--- src/rtl/qkd_rx_pkg.sv ---
// Shared types and helpers for the QKD receiver detection-slot path.
package qkd_rx_pkg;

  localparam int NUM_DETECTORS = 4;

  typedef enum logic [1:0] {
    ST_IDLE      = 2'd0,
    ST_WAIT_SYNC = 2'd1,
    ST_RUN       = 2'd2
  } sched_state_t;

  typedef logic [1:0] det_idx_t;

  typedef struct packed {
    det_idx_t   det;
    logic       multi;
    logic [7:0] slot;
  } slot_result_t;

  function automatic logic is_multi(input logic [NUM_DETECTORS-1:0] v);
    return (v & (v - 1'b1)) != '0;
  endfunction

  function automatic det_idx_t onehot_idx(input logic [NUM_DETECTORS-1:0] v);
    det_idx_t idx;
    idx = '0;
    for (int unsigned i = 0; i < NUM_DETECTORS; i++) begin
      if (v[i]) idx = det_idx_t'(i);
    end
    return idx;
  endfunction

endpackage

--- src/rtl/qkd_result_fifo.sv ---
// Synchronous FIFO of slot results; accept/drop policy lives in the parent.
module qkd_result_fifo
  import qkd_rx_pkg::*;
#(
  parameter int DEPTH = 8
) (
  input  logic         clk,
  input  logic         rst_n,
  input  logic         push,
  input  slot_result_t din,
  input  logic         pop,
  output slot_result_t dout,
  output logic         full,
  output logic         empty
);

  localparam int AW = $clog2(DEPTH);

  slot_result_t mem [DEPTH];
  logic [AW:0]  wr_ptr;
  logic [AW:0]  rd_ptr;

  assign empty = (wr_ptr == rd_ptr);
  assign full  = (wr_ptr[AW] != rd_ptr[AW]) && (wr_ptr[AW-1:0] == rd_ptr[AW-1:0]);
  assign dout  = mem[rd_ptr[AW-1:0]];

  always_ff @(posedge clk) begin
    if (push) mem[wr_ptr[AW-1:0]] <= din;
  end

  always_ff @(posedge clk or negedge rst_n) begin
    if (!rst_n) begin
      wr_ptr <= '0;
      rd_ptr <= '0;
    end else begin
      if (push) wr_ptr <= wr_ptr + 1'b1;
      if (pop)  rd_ptr <= rd_ptr + 1'b1;
    end
  end

endmodule

--- src/rtl/qkd_gate_scheduler.sv ---
// Receiver detection-slot controller: gated click capture per slot, dead time,
// single/multi classification and a queued result stream.
module qkd_gate_scheduler
  import qkd_rx_pkg::*;
#(
  parameter int SLOT_CYCLES = 8,
  parameter int GATE_CYCLES = 2,
  parameter int DEAD_CYCLES = 16,
  parameter int FRAME_SLOTS = 256,
  parameter int FIFO_DEPTH  = 8
) (
  input  logic       clk,
  input  logic       rst_n,
  input  logic       enable,
  input  logic       sync_pulse,
  input  logic [3:0] ttl_pulses,
  output logic       res_valid,
  input  logic       res_ready,
  output logic [1:0] res_det,
  output logic       res_multi,
  output logic [7:0] res_slot,
  output logic       frame_done,
  output logic       overflow,
  output logic       busy
);

  localparam int PW = (SLOT_CYCLES > 1) ? $clog2(SLOT_CYCLES) : 1;
  localparam int DW = $clog2(DEAD_CYCLES + 2);
  localparam logic [PW-1:0] PHASE_LAST = PW'(SLOT_CYCLES - 1);
  localparam logic [PW:0]   GATE_END   = (PW + 1)'(GATE_CYCLES);
  localparam logic [7:0]    SLOT_LAST  = 8'(FRAME_SLOTS - 1);
  localparam logic [DW-1:0] DEAD_LOAD  = DW'(DEAD_CYCLES);

  sched_state_t             state;
  logic [PW-1:0]            phase;
  logic [7:0]               slot;
  logic [NUM_DETECTORS-1:0] ttl_q;
  logic [NUM_DETECTORS-1:0] hits;
  logic [DW-1:0]            dead_cnt;
  logic                     enable_q;

  logic         gate_open, slot_end, push_req, push, pop, full, empty;
  slot_result_t push_res, head;

  always_comb begin
    gate_open = (state == ST_RUN) && ({1'b0, phase} < GATE_END) && (dead_cnt == '0);
    slot_end  = enable && (state == ST_RUN) && (phase == PHASE_LAST);
    push_req  = slot_end && (hits != '0);
    pop       = !empty && res_ready;
    push      = push_req && (!full || pop);
    push_res.multi = is_multi(hits);
    push_res.det   = push_res.multi ? det_idx_t'(0) : onehot_idx(hits);
    push_res.slot  = slot;
  end

  always_ff @(posedge clk or negedge rst_n) begin
    if (!rst_n) begin
      state      <= ST_IDLE;
      phase      <= '0;
      slot       <= '0;
      hits       <= '0;
      frame_done <= 1'b0;
    end else begin
      frame_done <= 1'b0;
      if (!enable) begin
        // Dropping enable abandons the partial slot; queued results stay.
        state <= ST_IDLE;
        phase <= '0;
        slot  <= '0;
        hits  <= '0;
      end else begin
        case (state)
          ST_IDLE: state <= ST_WAIT_SYNC;
          ST_WAIT_SYNC: begin
            if (sync_pulse) begin
              state <= ST_RUN;
              phase <= '0;
              slot  <= '0;
              hits  <= '0;
            end
          end
          ST_RUN: begin
            if (phase == PHASE_LAST) begin
              phase <= '0;
              hits  <= '0;
              if (slot == SLOT_LAST) begin
                slot       <= '0;
                state      <= ST_WAIT_SYNC;
                frame_done <= 1'b1;
              end else begin
                slot <= slot + 1'b1;
              end
            end else begin
              phase <= phase + 1'b1;
              if (gate_open) hits <= hits | ttl_q;
            end
          end
          default: state <= ST_IDLE;
        endcase
      end
    end
  end

  // Dead time follows the detector click, so it arms even if the result is dropped.
  always_ff @(posedge clk or negedge rst_n) begin
    if (!rst_n) begin
      ttl_q    <= '0;
      dead_cnt <= '0;
      enable_q <= 1'b0;
      overflow <= 1'b0;
    end else begin
      ttl_q    <= ttl_pulses;
      enable_q <= enable;
      if (push_req)            dead_cnt <= DEAD_LOAD;
      else if (dead_cnt != '0) dead_cnt <= dead_cnt - 1'b1;
      if (enable && !enable_q)          overflow <= 1'b0;
      else if (push_req && full && !pop) overflow <= 1'b1;
    end
  end

  qkd_result_fifo #(.DEPTH(FIFO_DEPTH)) u_fifo (
    .clk   (clk),
    .rst_n (rst_n),
    .push  (push),
    .din   (push_res),
    .pop   (pop),
    .dout  (head),
    .full  (full),
    .empty (empty)
  );

  assign res_valid = !empty;
  assign res_det   = empty ? 2'd0 : head.det;
  assign res_multi = empty ? 1'b0 : head.multi;
  assign res_slot  = empty ? 8'd0 : head.slot;
  assign busy      = (state != ST_IDLE);

endmodule
--- config.mk ---
export PLATFORM = sky130hd
export DESIGN_NAME = qkd_gate_scheduler
export DESIGN_NICKNAME = d
export VERILOG_FILES = /design/src/rtl/qkd_rx_pkg.sv /design/src/rtl/qkd_result_fifo.sv /design/src/rtl/qkd_gate_scheduler.sv
export SDC_FILE = /design/constraint.sdc
export NUM_CORES = 1
export LEC_CHECK = 0
export CORE_ASPECT_RATIO = 0.75
export CORE_MARGIN = 3
export CORE_UTILIZATION = 45
export CTS_CLUSTER_DIAMETER = 150
export DETAILED_ROUTE_END_ITERATION = 6
export HOLD_SLACK_MARGIN = 0.15
export PLACE_DENSITY_LB_ADDON = 0.08
export SLEW_MARGIN = 10
export SYNTH_ARGS = -nofsm -noshare
export SYNTH_HDL_FRONTEND = slang
export SYNTH_SLANG_ARGS = --single-unit
export TNS_END_PERCENT = 100
--- constraint.sdc ---
create_clock -name clk -period 3.7 [get_ports clk]
set_input_delay 0.925 -clock clk [delete_from_list [all_inputs] [get_ports clk]]
set_output_delay 0.925 -clock clk [all_outputs]
set_load 0.02 [all_outputs]
# == Yosys cells after proc, flatten, opt, wreduce, memory -nomap -nowiden ==
# Memories as Yosys holds them, arrays and structs flattened.
# Index checks and enable logic that the tools add are counted.
# op_classes
add_sub_neg,6
n_lt_le_gt_ge,1
eq_ne,12
mux,36
n_bitwise,2
n_reduce_logical,28
# op_table
op,count
8-bit two-way mux,5
2-bit two-way mux,8
4-bit two-way mux,4
8-bit one-hot mux with 2 select lines,1
1-bit logical AND,11
1-bit two-way mux,10
5-bit two-way mux,2
3-bit two-way mux,3
3-bit AND reduction,3
4-bit by 1-bit adder with 4-bit output (second input constant),2
8-bit by 1-bit adder with 8-bit output (second input constant),1
8-bit == test (second input constant),1
4-bit one-hot mux with 2 select lines,1
4-bit nonzero test,2
3-bit by 2-bit inequality test with 1-bit output (second input constant),2
2-bit one-hot mux with 3 select lines,1
3-bit one-hot mux with 2 select lines,1
2-bit nonzero test,3
5-bit logical NOT,1
5-bit nonzero test,1
5-bit by 1-bit subtractor with 5-bit output (second input constant),1
4-bit AND,1
4-bit == test,1
1-bit logical NOT,4
other kinds (15),15
# totals
regBits,37
ramBits,88
input_bits,9
out_inout_bits,15
word_cells,97
mem_count,1
# mem_list
name,depth,width,rd,rd_clocked_by_memory_dff,wr,line_no,text
u_fifo.mem,8,11,1,0,1,qkd_result_fifo.sv:19,slot_result_t mem [DEPTH];

# == Depth between registers and ports, before layout ==
# Gate-level depths: netlist (run 1).
# logic_depth
word_depth,8
ltp_mapped,7
depth_no_buf,6

# == Modules after synthesis ==
# From an unflattened synthesis (run 1), not the netlist that was laid out.
# unflattened
hier_cells,323
area_unflattened_um2,5330.1
# by_module_without_submodules
module,n_inst,cells_per_inst,area_each_um2,seq_area_each_um2
qkd_result_fifo,1,172,3828.7,2842.7
qkd_gate_scheduler,1,151,1501.4,725.7

# == Least setup slack after synthesis (run 1) ==
# OpenSTA, ideal clock, no wires.
# synth_path
kind,input port to flip-flop
from,input port enable
to,memory u_fifo.mem[0][0] (netlist name) (enable)
setup_time_ps,408
arrival_ps,2867
t_required_ps,3292
slack_ps,425
path_stages,5
path_buffers,1
path_cell_list,buf_2 nand4b_2 nor2_2 o21ai_4 nor4_1
# synth_between
elab_chain_len,6
# synth_lines
element,line_no,text
from (decl),qkd_gate_scheduler.sv:14,"input logic enable,"
1-bit logical AND (2 in series),qkd_gate_scheduler.sv:47,slot_end = enable && (state == ST_RUN) && (phase == PHASE_LAST);
1-bit logical AND,qkd_gate_scheduler.sv:48,push_req = slot_end && (hits != '0);
1-bit logical AND,qkd_gate_scheduler.sv:50,push = push_req && (!full || pop);
1-bit two-way mux,qkd_result_fifo.sv:28,if (push) mem[wr_ptr[AW-1:0]] <= din;
1-bit two-way mux (implied by the code),qkd_result_fifo.sv:28,
to (decl),qkd_result_fifo.sv:19,
# No other way between the ends.

# == Final worst setup path (run 1) ==
# layout_path
from,register u_fifo.rd_ptr[1]
to,output port res_slot[3]
# layout_between
elab_chain_len,2
elab_cells_between_ends,3
cone_classes,eq/ne (1); mux (1); memory (1)
# layout_lines
element,line_no,text
from (decl),qkd_result_fifo.sv:21,logic [AW:0] rd_ptr;
from (signal assigned),qkd_result_fifo.sv:37,if (pop) rd_ptr <= rd_ptr + 1'b1;
memory read 8 x 11 bit or 4-bit == test (tied branches),--,
8-bit two-way mux *,qkd_gate_scheduler.sv:135,assign res_slot = empty ? 8'd0 : head.slot;
to (decl),qkd_gate_scheduler.sv:21,"output logic [7:0] res_slot,"
# Mark *: on every way between the ends. The rest lies on a longest branch, timed or not.

==> results.md, run 1 <==
Synth:
- The number of warnings reported in the yosys synthesis log is 0.
- The synthesized netlist devotes ~8.5% of its cell area to simple gates.
- In this run the cell area of the synthesized design comes to about 0.0052 mm².
- In this run, synthesis produced a sequential element count of between 100 and 150.
- The post-synthesis cell count is 330.
- After synthesis, the largest family of logic cells by area is multiplexers.
- The share of cell area taken by muxes after synthesis is around an eighth.
- Of the post-synthesis cell area, the dominant cell type holds roughly half.
- The fraction of the mapped netlist area in compound gates is between 4 and 5%.
- Counting flops with a built-in enable in the synthesized netlist gives 88.
- The most area-hungry cell type in the Yosys netlist is sky130_fd_sc_hd__edfxtp_1.
- The most instantiated library cell after synthesis is sky130_fd_sc_hd__edfxtp_1.
- For this run, asynchronously set or reset flops after synthesis account for 29.6%.
- The portion of the post-synthesis area used by sequential elements is 68.3%.
- The dominant synthesized flop cell is sky130_fd_sc_hd__edfxtp_1.
- The post-synthesis share of cell area spent on full adders, half adders and majority gates is under 10%.
- The netlist uses 49 different library cells.
- The net count after synthesis is roughly 350.
- The average size of a mapped cell is about 16 µm².
- In the synthesized netlist, the cells that appear most often are sky130_fd_sc_hd__edfxtp_1, sky130_fd_sc_hd__dfrtp_1, sky130_fd_sc_hd__nor2_1.
- The area share of xor/xnor cells in the synthesized design is about 2.3%.
- In the post-synthesis netlist, the biggest area contributors are sky130_fd_sc_hd__edfxtp_1, sky130_fd_sc_hd__dfrtp_1, sky130_fd_sc_hd__mux4_2.

Worst setup path:
- Traced cell by cell, the critical path runs through xor2_1 -> nor4_2 -> buf_4 -> nor2_1 -> clkdlybuf4s50_1.
- The worst endpoint data arrival time is ~2600 ps.
- The worst setup path is captured at a primary output.
- The cell type group with the largest total delay on the critical path is buffers and inverters.
- The element type at the critical path start is a register.
- The setup path with the least slack is of type register to primary output.
- The sum of buffers and inverters on the critical path is 2.
- The data required time of the critical path is ~2800 ps.
- For this run, the slowest stage of the critical path takes 670 ps.
- Of all nets on the critical path, the largest fanout is 13.
- The cell at the slowest stage of the critical path is sky130_fd_sc_hd__dfrtp_1.

Placement:
- The count of buffers inserted at the top-level ports is 23.
- Routability-driven placement finished with a final weighted congestion of 0.747.
- After legalization and detailed placement, the total HPWL measured around 7000 µm.

Layout:
- The utilization after layout is between 50% and 60%.
- The layout has 880 filler cells.
- Relative to the synthesized area, the layout overhead comes to 19.1%.
- Of the cells placed in the final design, the portion with a size suffix greater than 1 is between 10% and 20%.
- The number of diodes added for antenna fixing is 0.
- For this run, the post-layout net count is between 300 and 400.

Clock tree:
- The number of hold buffers added after cts is 0.
- The clock latency on the worst-skew pair is 410 ps.
- The number of clock buffers added by TritonCTS is 17.
- Counting along the longest clock path gives a buffer depth of 2.
- The number of sinks driven by the clock tree is ~130.
- Clock-pin slew was measured on the worst setup and hold paths at ~50 ps.
- TritonCTS built the clock tree.
- The root buffer cell is sky130_fd_sc_hd__clkbuf_16.
- The post-CTS repair timing setup buffer count is 0.
- Post-CTS repair changed the size of 0 cells.
- The number of H-tree branching levels is 4.

Global routing:
- The global-route congestion overflow total is 0.
- The overall fraction of global-route tracks in use is roughly 18%.
- The number of global-route vias before repair is approximately 2800.
- The number of antenna violations at the first check in global routing came to 0.
- Entering global routing, the biggest net connects 38 pins.
- The global-route wire length before repair is ~17000 µm.

Floorplanning:
- The I/O pin count is 24.
- The core region area is ~0.011 mm².
- The initial utilization of the core area, before any placement, comes to 47.0%.
- The site row count is 33.
- The height of the die is 99.3 µm.
- The chip width is roughly 130 µm.
- The die covers around 0.013 mm².

Detailed routing:
- After detailed routing, the number of vias per cell comes to roughly 5.6.
- The first-pass detailed-route iteration total is 4.
- The routed length per instance is ~21 µm.
- The number of DRC markers after the initial detailed-route iteration is approximately 220.
- The detailed-route wire length is ~11000 µm.
- After detailed routing, the number of remaining DRC violations is 0.
- The total vias in the final route is around 2900.
- The number of nets with antenna violations after routing is 0.

Timing:
- The slew at the pin closest to its max-slew limit is between 1000 and 1500 ps.
- The worst path needs approximately 3500 ps of the cycle, external delays included.
- The worst clock skew on the final layout is around 21 ps.
- The headroom to the max-slew limit is between 20% and 30%.
- For the final routed database, the setup TNS stands at 0 ps.
- Setup repair after global routing left no endpoint under its margin.
- The highest achievable clock rate is 285 MHz.
- Hold timing on the final database bottoms out at a slack of 481 ps.
- The final period utilization is approximately 95%.
- The final count of negative-setup-slack endpoints is 0.
- The max-slew violation count is 0.
- The number of hold-slack violations in the final timing report is 0.

Power:
- Across the VDD grid, the largest voltage drop is 0.000385 V.
- The total power per unit cell area is between 400 and 500 mW/mm².
- The static leakage is about 2.3 nW.

Hold path:
- The path class of the tightest hold or removal check is register to register.

Run status:
- The run finished with clean final reports.

Job:
- The tool flagged a number of max-cap violations equal to 0.
==> per-layer routing <==
layer | share of wire [%] | GRT usage, %
met1 | 51 | 30.1
met2 | 42 | 23.2
met3 | 6.0 | 5.53
met4 | 0.28 | 3.79
met5 | 0 | 0
==> registers in the layout, summed over array words and instances, names as in the netlist <==
signal         flops
dead_cnt           5
enable_q           1
frame_done         1
hits               4
overflow           1
phase              3
slot               8
state              2
ttl_q              4
u_fifo.mem        88
u_fifo.rd_ptr      4
u_fifo.wr_ptr      4
==> cell type report <==
class | instances | area (µm²) | share of cell area, %
repair buffers | 35 | 340 | 5.47
clock inverters | 10 | 100 | 1.61
well taps | 140 | 175 | 2.82
clock buffers | 20 | 437 | 7.02
flip-flops and latches | 125 | 3570 | 57.4
inverters | 10 | 37.5 | 0.603
multi-input cells | 179 | 1560 | 25.1
==> worst paths after layout <==
path                                              start                         end  slack (ps)  depth (start not counted)
setup / recovery           u_fifo.rd_ptr[1]$_DFFE_PN0P_                 res_slot[3]         190                          5
hold / removal                       ttl_q[2]$_DFF_PN0_         hits[2]$_DFFE_PN0P_         480                          2
setup reg to reg                   phase[1]$_DFFE_PN0P_  u_fifo.mem[2][5]$_DFFE_PP_        1140                          7
hold reg to reg                      ttl_q[2]$_DFF_PN0_         hits[2]$_DFFE_PN0P_         480                          2
max in group asynchronous                         rst_n         slot[7]$_DFFE_PN0P_        2540                          1
min in group asynchronous                         rst_n     dead_cnt[3]$_DFFE_PN0P_         630                          1
==> worst register-to-register path, cell delays in order (launching register included) <==
cell                       delay (ps)
sky130_fd_sc_hd__dfrtp_1          420
sky130_fd_sc_hd__ha_1             180
sky130_fd_sc_hd__ha_1             250
sky130_fd_sc_hd__nand4b_2         230
sky130_fd_sc_hd__nor2_2           490
sky130_fd_sc_hd__o211ai_1         270
sky130_fd_sc_hd__nor3_2           170
sky130_fd_sc_hd__buf_4            230
==> logic make-up after synthesis <==
family / after synthesis
flops: 125
simple gates: 87
mux: 36
compound gates: 35
buf+inv: 26
xor+xnor: 14
fa+ha+maj: 7
==> cell usage in the layout (no fill, tap or decap), types with 2 or more instances in the layout <==
master	count
sky130_fd_sc_hd__edfxtp_1	88
sky130_fd_sc_hd__dfrtp_1	37
sky130_fd_sc_hd__nor2_1	33
sky130_fd_sc_hd__mux4_2	22
sky130_fd_sc_hd__clkdlybuf4s50_1	22
sky130_fd_sc_hd__clkbuf_16	17
sky130_fd_sc_hd__nand2_1	13
sky130_fd_sc_hd__a21oi_1	12
sky130_fd_sc_hd__mux2i_1	11
sky130_fd_sc_hd__inv_1	10
sky130_fd_sc_hd__buf_4	10
sky130_fd_sc_hd__xnor2_1	8
sky130_fd_sc_hd__nand3_1	7
sky130_fd_sc_hd__xor2_1	6
sky130_fd_sc_hd__ha_1	6
sky130_fd_sc_hd__nand2b_1	4
sky130_fd_sc_hd__nor4_1	4
sky130_fd_sc_hd__nor3_2	4
sky130_fd_sc_hd__o21ai_0	4
sky130_fd_sc_hd__clkinv_1	4
sky130_fd_sc_hd__nor3_1	3
sky130_fd_sc_hd__and3_1	3
sky130_fd_sc_hd__o211ai_1	3
sky130_fd_sc_hd__a21o_1	3
sky130_fd_sc_hd__clkbuf_1	3
sky130_fd_sc_hd__nor4_2	2
sky130_fd_sc_hd__or3_1	2
sky130_fd_sc_hd__mux2_2	2
sky130_fd_sc_hd__nand3b_1	2
sky130_fd_sc_hd__a31oi_1	2
sky130_fd_sc_hd__nand4_1	2
sky130_fd_sc_hd__bufinv_16	2
sky130_fd_sc_hd__clkinv_2	2
sky130_fd_sc_hd__clkinvlp_4	2
sky130_fd_sc_hd__buf_12	2
==> where the power goes <==
group,leakage (nW),switching (mW),internal [mW],total (mW)
combinational,0.693,0.0466,0.0322,0.0788
clock,0.256,0.541,0.969,1.51
sequential,1.34,0.00928,1.50,1.51
total,2.29,0.597,2.50,3.10
==> through the flow <==
stage | setup WS [ps] | power (mW) | cell area [µm²] | std cells
2_1_floorplan | 425 | 1.58 | 5220 | 330
3_3_place_gp | 620 | 1.61 | 5680 | 489
3_5_place_dp | 569 | 1.61 | 5680 | 489
4_1_cts | 162 | 3.12 | 6220 | 519
5_1_grt | 41.1 | 3.21 | 6220 | 519
6_report | 194 | 3.10 | 6220 | 519
Power figures use the tool's default switching activity.
==> run 2: changes to the inputs <==
--- a/config.mk
+++ b/config.mk
@@ -12,7 +12,7 @@
 export DETAILED_ROUTE_END_ITERATION = 6
 export HOLD_SLACK_MARGIN = 0.15
 export PLACE_DENSITY_LB_ADDON = 0.08
-export SLEW_MARGIN = 10
+export SLEW_MARGIN = 20
 export SYNTH_ARGS = -nofsm -noshare
 export SYNTH_HDL_FRONTEND = slang
 export SYNTH_SLANG_ARGS = --single-unit
==> run 2 against run 1 <==
  * Count of clock-buffer cells in the layout is the same
  * Worst setup slack gained 1.6 ps
  * Routed wire length grew 0.13%
==> results.md, run 2 (synthesis results as in run 1) <==
Timing:
- Setup repair after global routing left no endpoint under its margin.
- The slew at the pin closest to its max-slew limit is between 800 and 900 ps.
- Measured against its own limit, the worst slew margin works out to between 40% and 50%.
- Adding up every negative setup slack in the final design gives 0 ps.
- The clock period minus final worst setup slack is 3500 ps.
- In the finished design, the share of the clock period the worst path needs comes to 94.7%.
- The number of hold-slack violations in the final timing report is 0.
- The max-slew violation count is 0.
- The worst clock skew on the final layout is approximately 6 ps.
- Based on the critical path, the design can be clocked at up to 285 MHz.
- The final count of negative-setup-slack endpoints is 0.
- The post-route worst hold slack is a little under 500 ps.

Worst setup path:
- STA puts the critical path data required time at between 2000 and 3000 ps.
- The worst setup path is captured at a primary output.
- The critical path class is register to primary output.
- The minimum setup slack among reg-to-reg paths is approximately 1100 ps.
- The largest fanout of any net on the critical path is 13.
- The number of cells on the worst reg-to-reg path is 7.
- The critical register-to-register path endpoint is u_fifo.mem[2][7]$_DFFE_PP_.
- The worst reg2reg path startpoint is phase[1]$_DFFE_PN0P_.
- The element type at the critical path start is a register.
- The worst endpoint data arrival time is ~2600 ps.

Placement:
- The count of buffers added on input and output ports is 23.
- Once detailed placement completed, the half-perimeter wirelength came to 7090 µm.
- At the end of routability-driven placement, the weighted congestion stood at 0.747.
- The total instance count after detailed placement is between 400 and 500.

Layout:
- The net count of the finished layout is around 380.
- Cells with a size suffix above 1 make up around a fifth of the layout.
- In the layout the commonest cells are sky130_fd_sc_hd__edfxtp_1, sky130_fd_sc_hd__dfrtp_1, sky130_fd_sc_hd__nor2_1.
- After filler insertion, the fill cell instance count of the layout stands at 882.
- The register with the most flip-flops in the layout has ~90 of them.
- The number of diodes added for antenna fixing is 0.
- The synthesis-to-finish area growth is 19.2%.
- Leaving out fill and tap cells, the most frequent cell in the layout is sky130_fd_sc_hd__edfxtp_1.
- Leaving out filler cells and counting taps, the final layout contains between 500 and 600.

Clock tree:
- The total CTS buffers is 17.
- Buffers added to address setup during post-CTS repair amount to 0.
- The count of cells resized by post-cts repair is 0.
- TritonCTS built the clock tree.
- The tree built by TritonCTS fans out to 125 sinks.
- The cell sitting at the root of the clock tree is a sky130_fd_sc_hd__clkbuf_16.
- The clock passes through at most 2 buffers.
- After clock tree synthesis, the flow added hold-fix buffers numbering 0.
- The number of H-tree branching levels is 4.
- Clock-pin slew was measured on the worst setup and hold paths at roughly 50 ps.
- The clock latency on the worst-skew pair is 400 ps.

Global routing:
- Entering global routing, the biggest net connects 38 pins.
- The number of antenna violations at the first check in global routing is 0.
- The number of global-route vias before repair was around 2800.
- The first global-routing pass estimated ~17000 µm of wire.
- After global routing the overflow that remains totals 0.
- Global routing used between 10% and 20% of the available tracks.

Power:
- The internal power of the cells totals about 2.5 mW.
- Total power for the finished layout comes to approximately 3.1 mW.
- Of the total power, registers draw between 40% and 50%.
- The share of total power dissipated in combinational logic is about 2.6%.
- Of the total power, the share spent switching nets is between 10% and 20%.
- Dividing total power by cell area gives a power density of 498 mW/mm².
- Summed over all cells, the static leakage comes to ~2.3 nW.
- In this run the power spent charging and discharging nets is about 600 µW.
- The clock network burns about half of the power.
- The worst ir drop on vdd is 0.000385 V.

Hold path:
- The endpoint of the worst hold-timing path is overflow$_DFFE_PN0P_.
- The kind of path behind the tightest hold check is register to register.
- The worst hold path begins at enable_q$_DFF_PN0_.
- The instance count along the most critical hold path is 1.

Detailed routing:
- For this run, the detailed router's first-pass iteration total came to 4.
- The final route contains 2909 vias.
- The number of nets with antenna violations after routing is 0.
- The number of DRC markers after the initial detailed-route iteration is about 220.
- Using the TritonRoute via totals, the vias-per-cell ratio works out to ~5.6.
- The final layout contains routed wiring with a total length of approximately 11000 µm.
- The final routed DRC violation total is 0.
- In the final routed layout, each cell accounts on average for approximately 21 µm.

Job:
- The max-cap check violation count is 0.

Floorplanning:
- The height of the die is a little under 100 µm.
- The I/O pin count is 24.
- The chip width is between 100 and 150 µm.
- For this configuration, the core starts out at a cell density of 47.0%.
- The floorplan step defined a die boundary enclosing approximately 0.013 mm².
- The site row count is 33.
- The core region area is 0.0111 mm².

Run status:
- The flow ran to the end, and the final reports show no timing, DRC or antenna violations.
## run 2: cell counts in the layout (fill, tap and decap cells not counted)
No cell type changed its count.
## run 2: area by class of cell
class / count / area (µm²) / share of cell area (%)
inverters: 10 / 37.5 / 0.603
repair buffers: 35 / 340 / 5.47
well taps: 140 / 175 / 2.81
flip-flops and latches: 125 / 3570 / 57.3
clock buffers: 20 / 437 / 7.02
multi-input cells: 179 / 1570 / 25.2
clock inverters: 10 / 100 / 1.61
## run 2: how the worst max path moves through the flow
| stage | to | startpoint | slack, ps |
|---|---|---|---|
| after floorplan | u_fifo.mem[0][0]$_DFFE_PP_ | enable | 420 |
| after global placement | res_slot[3] | u_fifo.rd_ptr[1]$_DFFE_PN0P_ | 620 |
| after detailed placement | u_fifo.mem[3][2]$_DFFE_PP_ | enable | 570 |
| after CTS | res_slot[3] | u_fifo.rd_ptr[1]$_DFFE_PN0P_ | 160 |
| after global routing | res_slot[3] | u_fifo.rd_ptr[1]$_DFFE_PN0P_ | 40 |
| final | res_slot[3] | u_fifo.rd_ptr[1]$_DFFE_PN0P_ | 200 |
## run 2: metrics by stage
stage / cell area [µm²] / utilization [%] / setup slack, ps
global placement: 5680 / 51.2 / 620
global route: 6220 / 56.0 / 41.1
detailed placement: 5680 / 51.2 / 569
floorplan: 5220 / - / 425
CTS: 6220 / 56.0 / 162
finish: 6220 / 56.0 / 195
## run 2: power by group through the flow
stage / clock, mW / combinational [mW] / sequential, mW
detailed placement: 0 / 0.0800 / 1.53
finish: 1.51 / 0.0792 / 1.51
global route: 1.61 / 0.0894 / 1.51
global placement: 0 / 0.0784 / 1.54
floorplan: 0 / 0.0504 / 1.53
CTS: 1.53 / 0.0807 / 1.51
## run 2: routing by layer
metal | global-route usage (%) | vias up | part of all wire, %
met5 | 0 | - | 0
met4 | 3.79 | 0 | 0.55
met3 | 5.53 | 4 | 6.7
met2 | 23.2 | 83 | 42
met1 | 30.1 | 1483 | 51
li1 | - | 1339 | -
## run 2: worst max-delay path, cell delays in order (launching register included)
cell	delay, ps
sky130_fd_sc_hd__dfrtp_1	680
sky130_fd_sc_hd__xor2_1	180
sky130_fd_sc_hd__nor4_2	390
sky130_fd_sc_hd__buf_4	310
sky130_fd_sc_hd__nor2_1	70
sky130_fd_sc_hd__clkdlybuf4s50_1	540
